## config.mk

```make
export PLATFORM = sky130hd
export DESIGN_NAME = hazard_fwd_unit
export DESIGN_NICKNAME = d
export VERILOG_FILES = /design/src/rtl/hazard_pkg.sv /design/src/rtl/hazard_fwd_unit_sat_counter.sv /design/src/rtl/hazard_fwd_unit.sv
export SDC_FILE = /design/constraint.sdc
export NUM_CORES = 1
export LEC_CHECK = 0
export BUFFER_PORTS_ARGS = -buffer_cell sky130_fd_sc_hd__buf_2
export CORE_MARGIN = 1
export CORE_UTILIZATION = 50
export DETAILED_ROUTE_END_ITERATION = 8
export HOLD_SLACK_MARGIN = 0.02
export PLACE_DENSITY = 0.81
export SLEW_MARGIN = 20
export SYNTH_ARGS = -nofsm -noshare
export SYNTH_HDL_FRONTEND = slang
export SYNTH_HIERARCHICAL = 1
export SYNTH_SLANG_ARGS = --single-unit
```

## constraint.sdc

```tcl
create_clock -name clk -period 5.74 [get_ports clk]
set_clock_uncertainty 0.1 [all_clocks]
set_input_delay 1.148 -clock clk [delete_from_list [all_inputs] [get_ports clk]]
set_output_delay 1.148 -clock clk [all_outputs]
set_load 0.02 [all_outputs]
```

## src/rtl/hazard_pkg.sv

```systemverilog
// Shared types for the hazard/forwarding unit: operand-select encoding and the
// per-stage producer tracker slot.
package hazard_pkg;

   localparam int REG_ADDR_W = 5;
   localparam int FWD_SEL_W  = 2;

   typedef enum logic [FWD_SEL_W-1:0] {
      FWD_REG = 2'b00,
      FWD_MEM = 2'b01,
      FWD_WB  = 2'b10
   } fwd_sel_t;

   typedef struct packed {
      logic [REG_ADDR_W-1:0] rd;
      logic                  reg_write;
      logic                  mem_read;
   } trk_slot_t;

   localparam trk_slot_t TRK_BUBBLE = '0;

   // x0 is hard-wired, so it never has a producer worth forwarding from.
   function automatic logic slot_match(input trk_slot_t slot,
                                       input logic [REG_ADDR_W-1:0] rs,
                                       input logic uses);
      return uses && (rs != '0) && slot.reg_write && (slot.rd == rs);
   endfunction

endpackage

```

## src/rtl/hazard_fwd_unit_sat_counter.sv

```systemverilog
// Saturating up-counter; holds at all-ones instead of wrapping.
module sat_counter #(
   parameter int WIDTH = 32
) (
   input  logic             clk,
   input  logic             rst,
   input  logic             inc,
   output logic [WIDTH-1:0] count
);

   logic [WIDTH-1:0] count_q;
   logic [WIDTH-1:0] count_d;

   assign count_d = (inc && (count_q != '1)) ? count_q + 1'b1 : count_q;

   always_ff @(posedge clk) begin
      if (rst) begin
         count_q <= '0;
      end else begin
         count_q <= count_d;
      end
   end

   assign count = count_q;

endmodule

```

## src/rtl/hazard_fwd_unit.sv

```systemverilog
// Hazard controller in front of the ALU operand muxes: registered forwarding
// selects, load-use stall and branch flush. HAZARD_STATS_EN adds stall/flush counters.
module hazard_fwd_unit
   import hazard_pkg::*;
#(
   parameter int REG_ADDR_WIDTH = REG_ADDR_W,
   parameter int FWD_SEL_WIDTH  = FWD_SEL_W
) (
   input  logic                      clk,
   input  logic                      rst,
   input  logic                      id_valid,
   input  logic [REG_ADDR_WIDTH-1:0] id_rs1,
   input  logic [REG_ADDR_WIDTH-1:0] id_rs2,
   input  logic                      id_uses_rs1,
   input  logic                      id_uses_rs2,
   input  logic [REG_ADDR_WIDTH-1:0] id_rd,
   input  logic                      id_reg_write,
   input  logic                      id_mem_read,
   input  logic                      ex_branch_taken,
   output logic [FWD_SEL_WIDTH-1:0]  ex_fwd_a,
   output logic [FWD_SEL_WIDTH-1:0]  ex_fwd_b,
   output logic                      stall,
   output logic                      flush_id,
   output logic                      flush_ex
`ifdef HAZARD_STATS_EN
   ,
   output logic [31:0]               stat_stalls,
   output logic [31:0]               stat_flushes
`endif
);

   trk_slot_t             ex_t_q, mem_t_q, wb_t_q;
   trk_slot_t             ex_t_d;
   fwd_sel_t              sel_q    [2];
   fwd_sel_t              sel_d    [2];
   logic [REG_ADDR_W-1:0] src_rs   [2];
   logic                  src_uses [2];
   logic                  hit_ex   [2];
   logic                  hit_mem  [2];
   logic                  kill_issue;
   logic                  wb_unused;

   assign src_rs[0]   = REG_ADDR_W'(id_rs1);
   assign src_rs[1]   = REG_ADDR_W'(id_rs2);
   assign src_uses[0] = id_uses_rs1;
   assign src_uses[1] = id_uses_rs2;

   // A producer in EX lands in MEM next cycle, one in MEM lands in WB; the
   // newest producer wins. A load in EX cannot forward yet and stalls instead.
   generate
      for (genvar gi = 0; gi < 2; gi++) begin : g_opnd
         assign hit_ex[gi]  = slot_match(ex_t_q,  src_rs[gi], src_uses[gi]);
         assign hit_mem[gi] = slot_match(mem_t_q, src_rs[gi], src_uses[gi]);
         assign sel_d[gi]   = kill_issue                          ? FWD_REG :
                              (hit_ex[gi] && !ex_t_q.mem_read)    ? FWD_MEM :
                              hit_mem[gi]                         ? FWD_WB  :
                                                                    FWD_REG;
      end
   endgenerate

   // A taken branch outranks a load-use hazard: the dependent is killed anyway.
   assign stall      = id_valid && ex_t_q.mem_read && (hit_ex[0] || hit_ex[1])
                       && !ex_branch_taken;
   assign flush_id   = ex_branch_taken;
   assign flush_ex   = ex_branch_taken || stall;
   assign kill_issue = flush_ex || !id_valid;

   always_comb begin
      ex_t_d = TRK_BUBBLE;
      if (!kill_issue) begin
         ex_t_d.rd        = REG_ADDR_W'(id_rd);
         ex_t_d.reg_write = id_reg_write;
         ex_t_d.mem_read  = id_mem_read;
      end
   end

   always_ff @(posedge clk) begin
      if (rst) begin
         ex_t_q  <= TRK_BUBBLE;
         mem_t_q <= TRK_BUBBLE;
         wb_t_q  <= TRK_BUBBLE;
         for (int i = 0; i < 2; i++) sel_q[i] <= FWD_REG;
      end else begin
         ex_t_q  <= ex_t_d;
         mem_t_q <= ex_t_q;
         wb_t_q  <= mem_t_q;
         for (int i = 0; i < 2; i++) sel_q[i] <= sel_d[i];
      end
   end

   // The WB producer is covered by register-file write-through, so it only retires here.
   assign wb_unused = ^wb_t_q;

   assign ex_fwd_a = FWD_SEL_WIDTH'(sel_q[0]);
   assign ex_fwd_b = FWD_SEL_WIDTH'(sel_q[1]);

`ifdef HAZARD_STATS_EN
   sat_counter #(.WIDTH(32)) u_stall_cnt (
      .clk   (clk),
      .rst   (rst),
      .inc   (stall),
      .count (stat_stalls)
   );

   sat_counter #(.WIDTH(32)) u_flush_cnt (
      .clk   (clk),
      .rst   (rst),
      .inc   (ex_branch_taken),
      .count (stat_flushes)
   );
`else
   // Statistics build option off: no counters.
`endif

endmodule
```

==> After elaboration in Yosys (flattened, before gate mapping) <==
Memory sizes are Yosys's and may differ from the RTL's.
Index checks and enable logic that the tools add are counted.
{ "word_totals": {"register_bits": 13, "latch_bits": 0, "ramBits": 4, "romBits": 0, "inputBits": 23, "elab_cells": 47, "mem_count": 1} }
{ "classes": {"n_addsub": 0, "mul": 0, "div_mod_pow": 0, "n_lt_le_gt_ge": 0, "eq_ne": 4, "n_shift": 0, "muxes": 11, "n_bitwise": 2, "n_reduce_logical": 24} }
{ "mem_list": {"columns": ["name", "words", "word_bits", "rd", "rd_clocked_by_memory_dff", "wr", "line_no", "rtl"], "rows": [
  ["sel_q", 2, 2, 2, 0, 2, "hazard_fwd_unit.sv:34", "fwd_sel_t sel_q [2];"]
]} }
{ "op_table": {"columns": ["cell", "n"], "rows": [
  ["$eq 5x5->1", 4],
  ["$mux 2", 8],
  ["$logic_and 1x1->1", 15],
  ["$reduce_bool 5->1", 2],
  ["$logic_not 1->1", 3],
  ["$logic_or 1x1->1", 3],
  ["$mux 1", 3],
  ["$or 1x1->1", 2],
  ["$reduce_or 2->1", 1]
]} }

==> Longest topological paths before layout <==
Gate-level depths: netlist (run 1).
{ "logic_depth": {"ltp_word": 11, "mapped_depth": 6, "ltp_nobuf": 5} }

==> Least setup slack after synthesis (run 1) <==
OpenSTA, ideal clock, no wires.
{ "synth_path": {"kind": "input to output", "from": "input port id_rs1[3]", "to": "output port flush_ex", "arrival_ps": 2436, "required_ps": 4492, "path_slack_ps": 2056, "cell_stages": 6, "path_buffers": 1, "path_cell_list": "or4_1 > o21ai_2 > nor4_1 > o21a_1 > buf_6 > a21o_1"} }
{ "synth_between": {"elab_chain_len": 8} }
{ "synth_rtl": {"columns": ["element", "line_no", "rtl"], "rows": [
  ["start, declared", "hazard_fwd_unit.sv:12", "input logic [REG_ADDR_WIDTH-1:0] id_rs1,"],
  ["$reduce_bool 5->1", "hazard_pkg.sv:26", "return uses && (rs != '0) && slot.reg_write && (slot.rd == rs);"],
  ["$logic_and 1x1->1 (2 in a row)", "hazard_pkg.sv:26", null],
  ["$logic_and 1x1->1 *", "hazard_pkg.sv:26", null],
  ["$logic_or 1x1->1 *", "hazard_fwd_unit.sv:62", "assign stall = id_valid && ex_t_q.mem_read && (hit_ex[0] || hit_ex[1])"],
  ["$logic_and 1x1->1 *", "hazard_fwd_unit.sv:62", null],
  ["$logic_and 1x1->1 *", "hazard_fwd_unit.sv:63", "&& !ex_branch_taken;"],
  ["$logic_or 1x1->1 *", "hazard_fwd_unit.sv:65", "assign flush_ex = ex_branch_taken || stall;"],
  ["end, declared", "hazard_fwd_unit.sv:24", "output logic flush_ex"]
]} }
Mark *: on every way between the ends. The rest lies on a longest branch, timed or not.

==> Worst setup path in the final report (run 1) <==
{ "layout_path": {"from": "input port id_rs2[1]", "to": "output port flush_ex"} }
{ "layout_between": {"elab_chain_len": 8} }
{ "layout_rtl": {"columns": ["element", "line_no", "rtl"], "rows": [
  ["start, declared", "hazard_fwd_unit.sv:13", "input logic [REG_ADDR_WIDTH-1:0] id_rs2,"],
  ["$reduce_bool 5->1", "hazard_pkg.sv:26", null],
  ["$logic_and 1x1->1 (2 in a row)", "hazard_pkg.sv:26", null],
  ["$logic_and 1x1->1 *", "hazard_pkg.sv:26", null],
  ["$logic_or 1x1->1 *", "hazard_fwd_unit.sv:62", null],
  ["$logic_and 1x1->1 *", "hazard_fwd_unit.sv:62", null],
  ["$logic_and 1x1->1 *", "hazard_fwd_unit.sv:63", null],
  ["$logic_or 1x1->1 *", "hazard_fwd_unit.sv:65", null]
]} }
Marks and branches as above.

==> results of run 1 <==
worst reg2reg max path: cells and delay by family (launching register included):
kind,cells,cell delay [ns]
simple gates,3,0.60
compound gates,1,0.37
xor+xnor,1,0.14
flops,1,0.43
stage by stage:
step | hold WS [ns] | worst slack [ns] | cells | cell area, µm² | power, W
finish | 0.399 | 1.72 | 131 | 982 | 0.000213
global route | 0.436 | 1.62 | 131 | 982 | 0.000223
CTS | 0.405 | 1.73 | 131 | 982 | 0.000214
detailed placement | 0.383 | 1.73 | 127 | 955 | 0.000152
global placement | 0.373 | 1.81 | 127 | 955 | 0.000151
floorplan | 0.355 | 2.06 | 84 | 808 | 0.000139
synthesized netlist by cell type (all sizes together) (3+ instances only):
cell and n:
xnor2 14, dfxtp 17, nor4 3, xor2 6
nand2 12, and3b 3, nor2 7, and2b 6
power by group through the flow:
stage          clock network [W]  logic (W)  registers, W
6_report               0.0000630  0.0000278      0.000122
5_1_grt                0.0000694  0.0000309      0.000122
4_1_cts                0.0000638  0.0000279      0.000122
3_5_place_dp                   0  0.0000278      0.000125
3_3_place_gp                   0  0.0000269      0.000125
2_1_floorplan                  0  0.0000147      0.000124
layer usage:
metal	up-vias	global-route usage, %
met4	0	13.8
met2	26	33.2
met5	-	0
li1	347	-
met3	7	5.17
met1	291	22.0
flip-flops by register name, summed over array words and instances, names as in the netlist:
register	flops
ex_t_q	7
sel_q	4
mem_t_q	6
cell type report:
class	count	area [µm²]
repair buffers	29	145
fillers	135	524
multi-input cells	65	449
flip-flops and latches	17	340
clock inverters	1	5.00
clock buffers	3	22.5
well taps	16	20.0
logic make-up after synthesis:
kind of cell | after synthesis | synth area share, %
buffers and inverters | 2 | 2.32
AND/OR/NAND/NOR | 39 | 28.0
XOR/XNOR | 20 | 21.7
flip-flops | 17 | 42.1
AO/OA/AOI/OAI | 6 | 5.88
final timing paths:
kind | depth (start not counted) | to | start | slack (ns)
setup / recovery | 7 | flush_ex | id_rs2[1] | 1.72
hold / removal | 1 | mem_t_q[1] | ex_t_q[1] | 0.40
setup reg to reg | 5 | ex_t_q[3] | ex_t_q[6] | 3.99
hold reg to reg | 1 | mem_t_q[1] | ex_t_q[1] | 0.40
placed cells by master (no fill, tap or decap):
master / netlist / final
buf_2: 0 / 29
xnor2_1: 14 / 14
nor3b_4: 1 / 1
nor2_1: 7 / 7
and3b_2: 2 / 2
a2111oi_1: 1 / 1
o21a_1: 1 / 1
clkbuf_4: 0 / 3
xor2_1: 6 / 6
nand2_2: 1 / 1
or4_1: 2 / 2
dfxtp_1: 17 / 17
nor3_1: 2 / 2
a21o_1: 1 / 1
nor4_1: 3 / 3
nand2_1: 11 / 11
nand3_1: 2 / 2
clkinv_2: 0 / 1
and2b_1: 6 / 6
and3b_1: 1 / 1
nand4_1: 1 / 1
o21ai_1: 1 / 1
o21ai_2: 1 / 1
a2111oi_0: 1 / 1
==> impl_results.md, run 1 <==
* Num CTS Buffers at 3
* P_sw at 0.0000522 W
* Initial core utilization at 53.7%
* Top Layer Used: met4
* Initial antenna violation count at 0
* Synth unique cells at 23
* Async SR Flop Fraction at 0%
* Hold Fails Final Rpt at 0
* Slew Limit Fails at 0
* Met1 wire length at 649 µm
* Max-Cap Viols at 0
* Crit path time final at 4.02 ns
* Final Util at 65.2%
* Synth warn at 6
* Detailed placer's ending HPWL at 1270 µm
* Comb pwr share at 13.0%
* Top cell type's share of synthesized area at 42.1%
* Grt ovf at 0
* Worst path max stage delay at 0.54 ns
* Largest net degree at the start of global routing at 11
* Unrepaired setup endpoints after global routing: no
* Yosys top cell by area: dfxtp_1
* Worst slew pin tran at 0.479 ns
* Synthesized area per cell at 9.62 µm²
* Share of layout cells above drive strength 1 at 33.0%
* Worst skew pair latency at 0.29 ns
* Setup violations, final at 0
* Clock sinks at 17
* P_int at 0.000160 W
* Worst path top cell family by delay: compound AO/OA/AOI/OAI gates
* Row cnt at 14
* Crit path max fanout at 9
* Die area at 1780 µm²
* Buf/Inv on CP at 2
* Crit-path slowest cell: or4_1
* Final ANT Viol Nets at 0
* Net Count, Synth at 107
* CTS tree: done
* Number of enable flip-flop cells after synthesis at 0
* Met3 wire len at 95 µm
* Longest Clk Path Bufs at 2
* Core Area at 1510 µm²
* Via density at 5.12
* Worst-path cell chain: buf_2, or4_1, o21ai_1, nor3_1, o21a_1, a21o_1, buf_2
* WL per Instance at 11.8 µm
* CP Launch Type: input port
* Die Wd at 42.2 µm
* VDD IR max at 0.138 mV
* Setup TNS at 0 ns
* Placer Congestion at 0.888
* Final Cycle Share at 70.0%
* Worst EP required at 4.49 ns
* Leading post-synthesis cells by cell area: dfxtp_1, xnor2_1, xor2_1
* Hold_buf cts at 0
* Fmax at 0.249 GHz
* GRT Resource Usage Total at 20.0%
* Io pins at 30
* WL met2 at 737 µm
* Final net count at 139
* Worst EP arrival at 2.77 ns
* Cell Pwr Density at 217 nW/µm²
* Lkg Pwr at 0.451 nW
* DR iter-0 viols at 4
* CTS HTree Levels at 1
* Antenna Cells at 0
* Sequential Power Share at 57.3%
* Crit path kind: in2out
* Worst relative slew slack at 67.2%
* CP endpoint kind: primary output
* Die height at 42.2 µm
* Final wirelength at 1550 µm
* Sw Ratio at 24.6%
* Pre-antenna DRT Iters at 2
* Share of power burned in the clock network at 29.6%
* Clock-pin slew on the worst setup and hold paths at 0.09 ns
* Synthesis-stage register bit count at 17
* Routed vias at 671
* Syn Inst Count at 84
* Vias in the first global route at 623
* Area grow syn2layout at 21.5%
* Postcts setup bufs at 0
* CTS resizes at 0
* Mapped Area at 808 µm²
* Drt drc at 0
* Number of port buffers at 29
* CTS Root Cell: clkbuf_4
* Worst hold path type: reg2reg
* Ys flop type: dfxtp_1
* Status: completed
* Register area share after synthesis at 42.1%
* First-pass GRT wire length at 2570 µm
* Cell mode on critical path: buf_2
Power figures use the tool's default switching activity.
==> inputs of run 2 (changes only) <==
CORE_UTILIZATION = 47   (was 50)
PLACE_DENSITY = 0.77   (was 0.81)
clock period = 3.9 ns   (was 5.74 ns; I/O delays follow)
==> run 2 against run 1 <==
  * The run now ends with DRC left
  * Non-clock buffer count did not move
  * Largest cell class unchanged
  * Total power up 44%
  * Highest routed layer unchanged
  * Wire length up 0.97%
  * Sequential power grew 48%
  * Hold slack better by 0.017 ns
==> impl_results.md, run 2 (synthesis gave the netlist of run 1 again) <==
* Status: complete, but fails checks
* Failing checks: DRC
* CP startpoint: id_rs2[1]
* CTS tree: done
* Die Wd at 43.5 µm (+3.0%)
* Max reg flops at 7 (unchanged)
* Top reg by flops: ex_t_q
* R2r endpoint: ex_t_q[6]
* Max-Cap Viols at 0 (unchanged)
* Final wirelength at 1560 µm (+0.97%)
* Worst EP required at 3.02 ns (-1.47 ns)
* Most frequent cells in the layout: buf_2, dfxtp_1, xnor2_1
* Grt ovf at 0 (unchanged)
* Filler cell count at 134 (-0.74%)
* Placed Cells at 127 (unchanged)
* Final Cycle Share at 82.9%
* Setup violations, final at 0 (unchanged)
* Postcts setup bufs at 0 (unchanged)
* R2R Setup Slk at 2.16 ns (-1.83 ns)
* Cell Pwr Density at 313 nW/µm² (+45%)
* Most common cell after layout, fill and taps aside: buf_2
* Fmax at 0.309 GHz
* RR Startpoint: ex_t_q[5]
* Post-route design area at 981 µm² (-0.13%)
* Unrepaired setup endpoints after global routing: no
* CP endpoint: stall
* CP Launch Type: input port
* Area of placed instances at 955 µm² (unchanged)
* Worst skew pair latency at 0.28 ns (about the same)
* Worst EP arrival at 2.35 ns (-0.42 ns)
* Initial core utilization at 51.8% (-1.8 points)
* First-pass GRT wire length at 2590 µm (+1.1%)
* R2r worst-path depth at 5 (unchanged)
* GRT Resource Usage Total at 18.9% (-1.1 points)
* CP endpoint kind: primary output
* Power, Total at 0.000307 W (+44%)
* Clock sinks at 17 (unchanged)
* Pre-antenna DRT Iters at 6 (+4)
* Area grow syn2layout at 21.4%
* Die height at 43.5 µm (+3.0%)
* Share of layout cells above drive strength 1 at 32.2% (-0.87 points)
* Worst slew pin tran at 0.500 ns (+0.0206 ns)
* Core Area at 1560 µm² (+3.5%)
* Routed vias at 684 (+1.9%)
* Worst hold path type: reg2reg
* Lkg Pwr at 0.448 nW (-0.61%)
* VDD IR max at 0.213 mV (+54%)
* CTS Root Cell: clkbuf_4
* Final Instance Count excl. Fillers at 131 (unchanged)
* Number of port buffers at 29 (unchanged)
* Initial antenna violation count at 0 (unchanged)
* Final ANT Viol Nets at 0 (unchanged)
* Row cnt at 14 (unchanged)
* Hold_buf cts at 0 (unchanged)
* Clock-pin slew on the worst setup and hold paths at 0.09 ns (about the same)
* Crit path kind: in2out
* Die area at 1890 µm² (+6.1%)
* Num CTS Buffers at 3 (unchanged)
* Crit path max fanout at 9 (unchanged)
* Vias in the first global route at 651 (+4.5%)
* Drt drc at 9 (+9)
* Io pins at 30 (unchanged)
* DR iter-0 viols at 18 (+14)
* Crit path time final at 3.23 ns
* Hold Fails Final Rpt at 0 (unchanged)
* Largest net degree at the start of global routing at 11 (unchanged)
* Placer Congestion at 0.887 (about the same)
* Fin Hold WS at 0.416 ns (+0.0169 ns)
* CTS HTree Levels at 1 (unchanged)
* Longest Clk Path Bufs at 2 (unchanged)
* Final net count at 139 (unchanged)
* Via density at 5.22 (+1.9%)
* Antenna Cells at 0 (unchanged)
* Setup TNS at 0 ns (unchanged)
* Worst relative slew slack at 66.4% (-0.80 points)
* WL per Instance at 11.9 µm (+0.97%)
* Detailed placer's ending HPWL at 1330 µm (+4.3%)
* CTS resizes at 0 (unchanged)
* Top flop regs: ex_t_q (7), mem_t_q (6), sel_q (4)
* Slew Limit Fails at 0 (unchanged)
-- run 2: stage by stage --
stage / worst slack, ns / util, %
floorplan: 0.952 / -
global placement: 0.688 / 61.2
detailed placement: 0.667 / 61.2
CTS: 0.663 / 62.9
global route: 0.550 / 62.9
finish: 0.669 / 62.9
-- run 2: final cells by class --
type | instances | area [µm²] | area share (%)
flip-flops and latches | 17 | 340 | 34.7
clock buffers | 4 | 26.3 | 2.68
repair buffers | 29 | 145 | 14.8
multi-input cells | 65 | 449 | 45.8
well taps | 16 | 20.0 | 2.04
-- run 2: worst min path at each step --
stage / endpoint / start / cells past startpoint
after floorplan: mem_t_q[1] / ex_t_q[1] / 1
after global placement: mem_t_q[1] / ex_t_q[1] / 1
after detailed placement: mem_t_q[1] / ex_t_q[1] / 1
after CTS: mem_t_q[1] / ex_t_q[1] / 1
after global routing: mem_t_q[2] / ex_t_q[2] / 1
final: mem_t_q[1] / ex_t_q[1] / 1
-- run 2: worst max-delay path, stage by stage --
cell and delay, ns:
buf_2 0.12, or4_1 0.51, o21ai_1 0.16, nor3_1 0.13, o21a_1 0.28, and3b_1 0.21
buf_2 0.15
-- run 2: layer usage --
layer  track usage (%)  wire length, µm  share of wire (%)  up-vias
li1                  -                -                  -      346
met1              18.8              625                 40      308
met2              36.1              804                 51       26
met3              5.83               99                6.3        4
met4              7.50               34                2.2        0
met5                 0                0                  0        -
-- run 2: where the power goes --
| group | switching [W] | internal [W] |
|---|---|---|
| combinational | 0.0000192 | 0.0000215 |
| sequential | 0.00000308 | 0.000176 |
| clock | 0.0000474 | 0.0000396 |
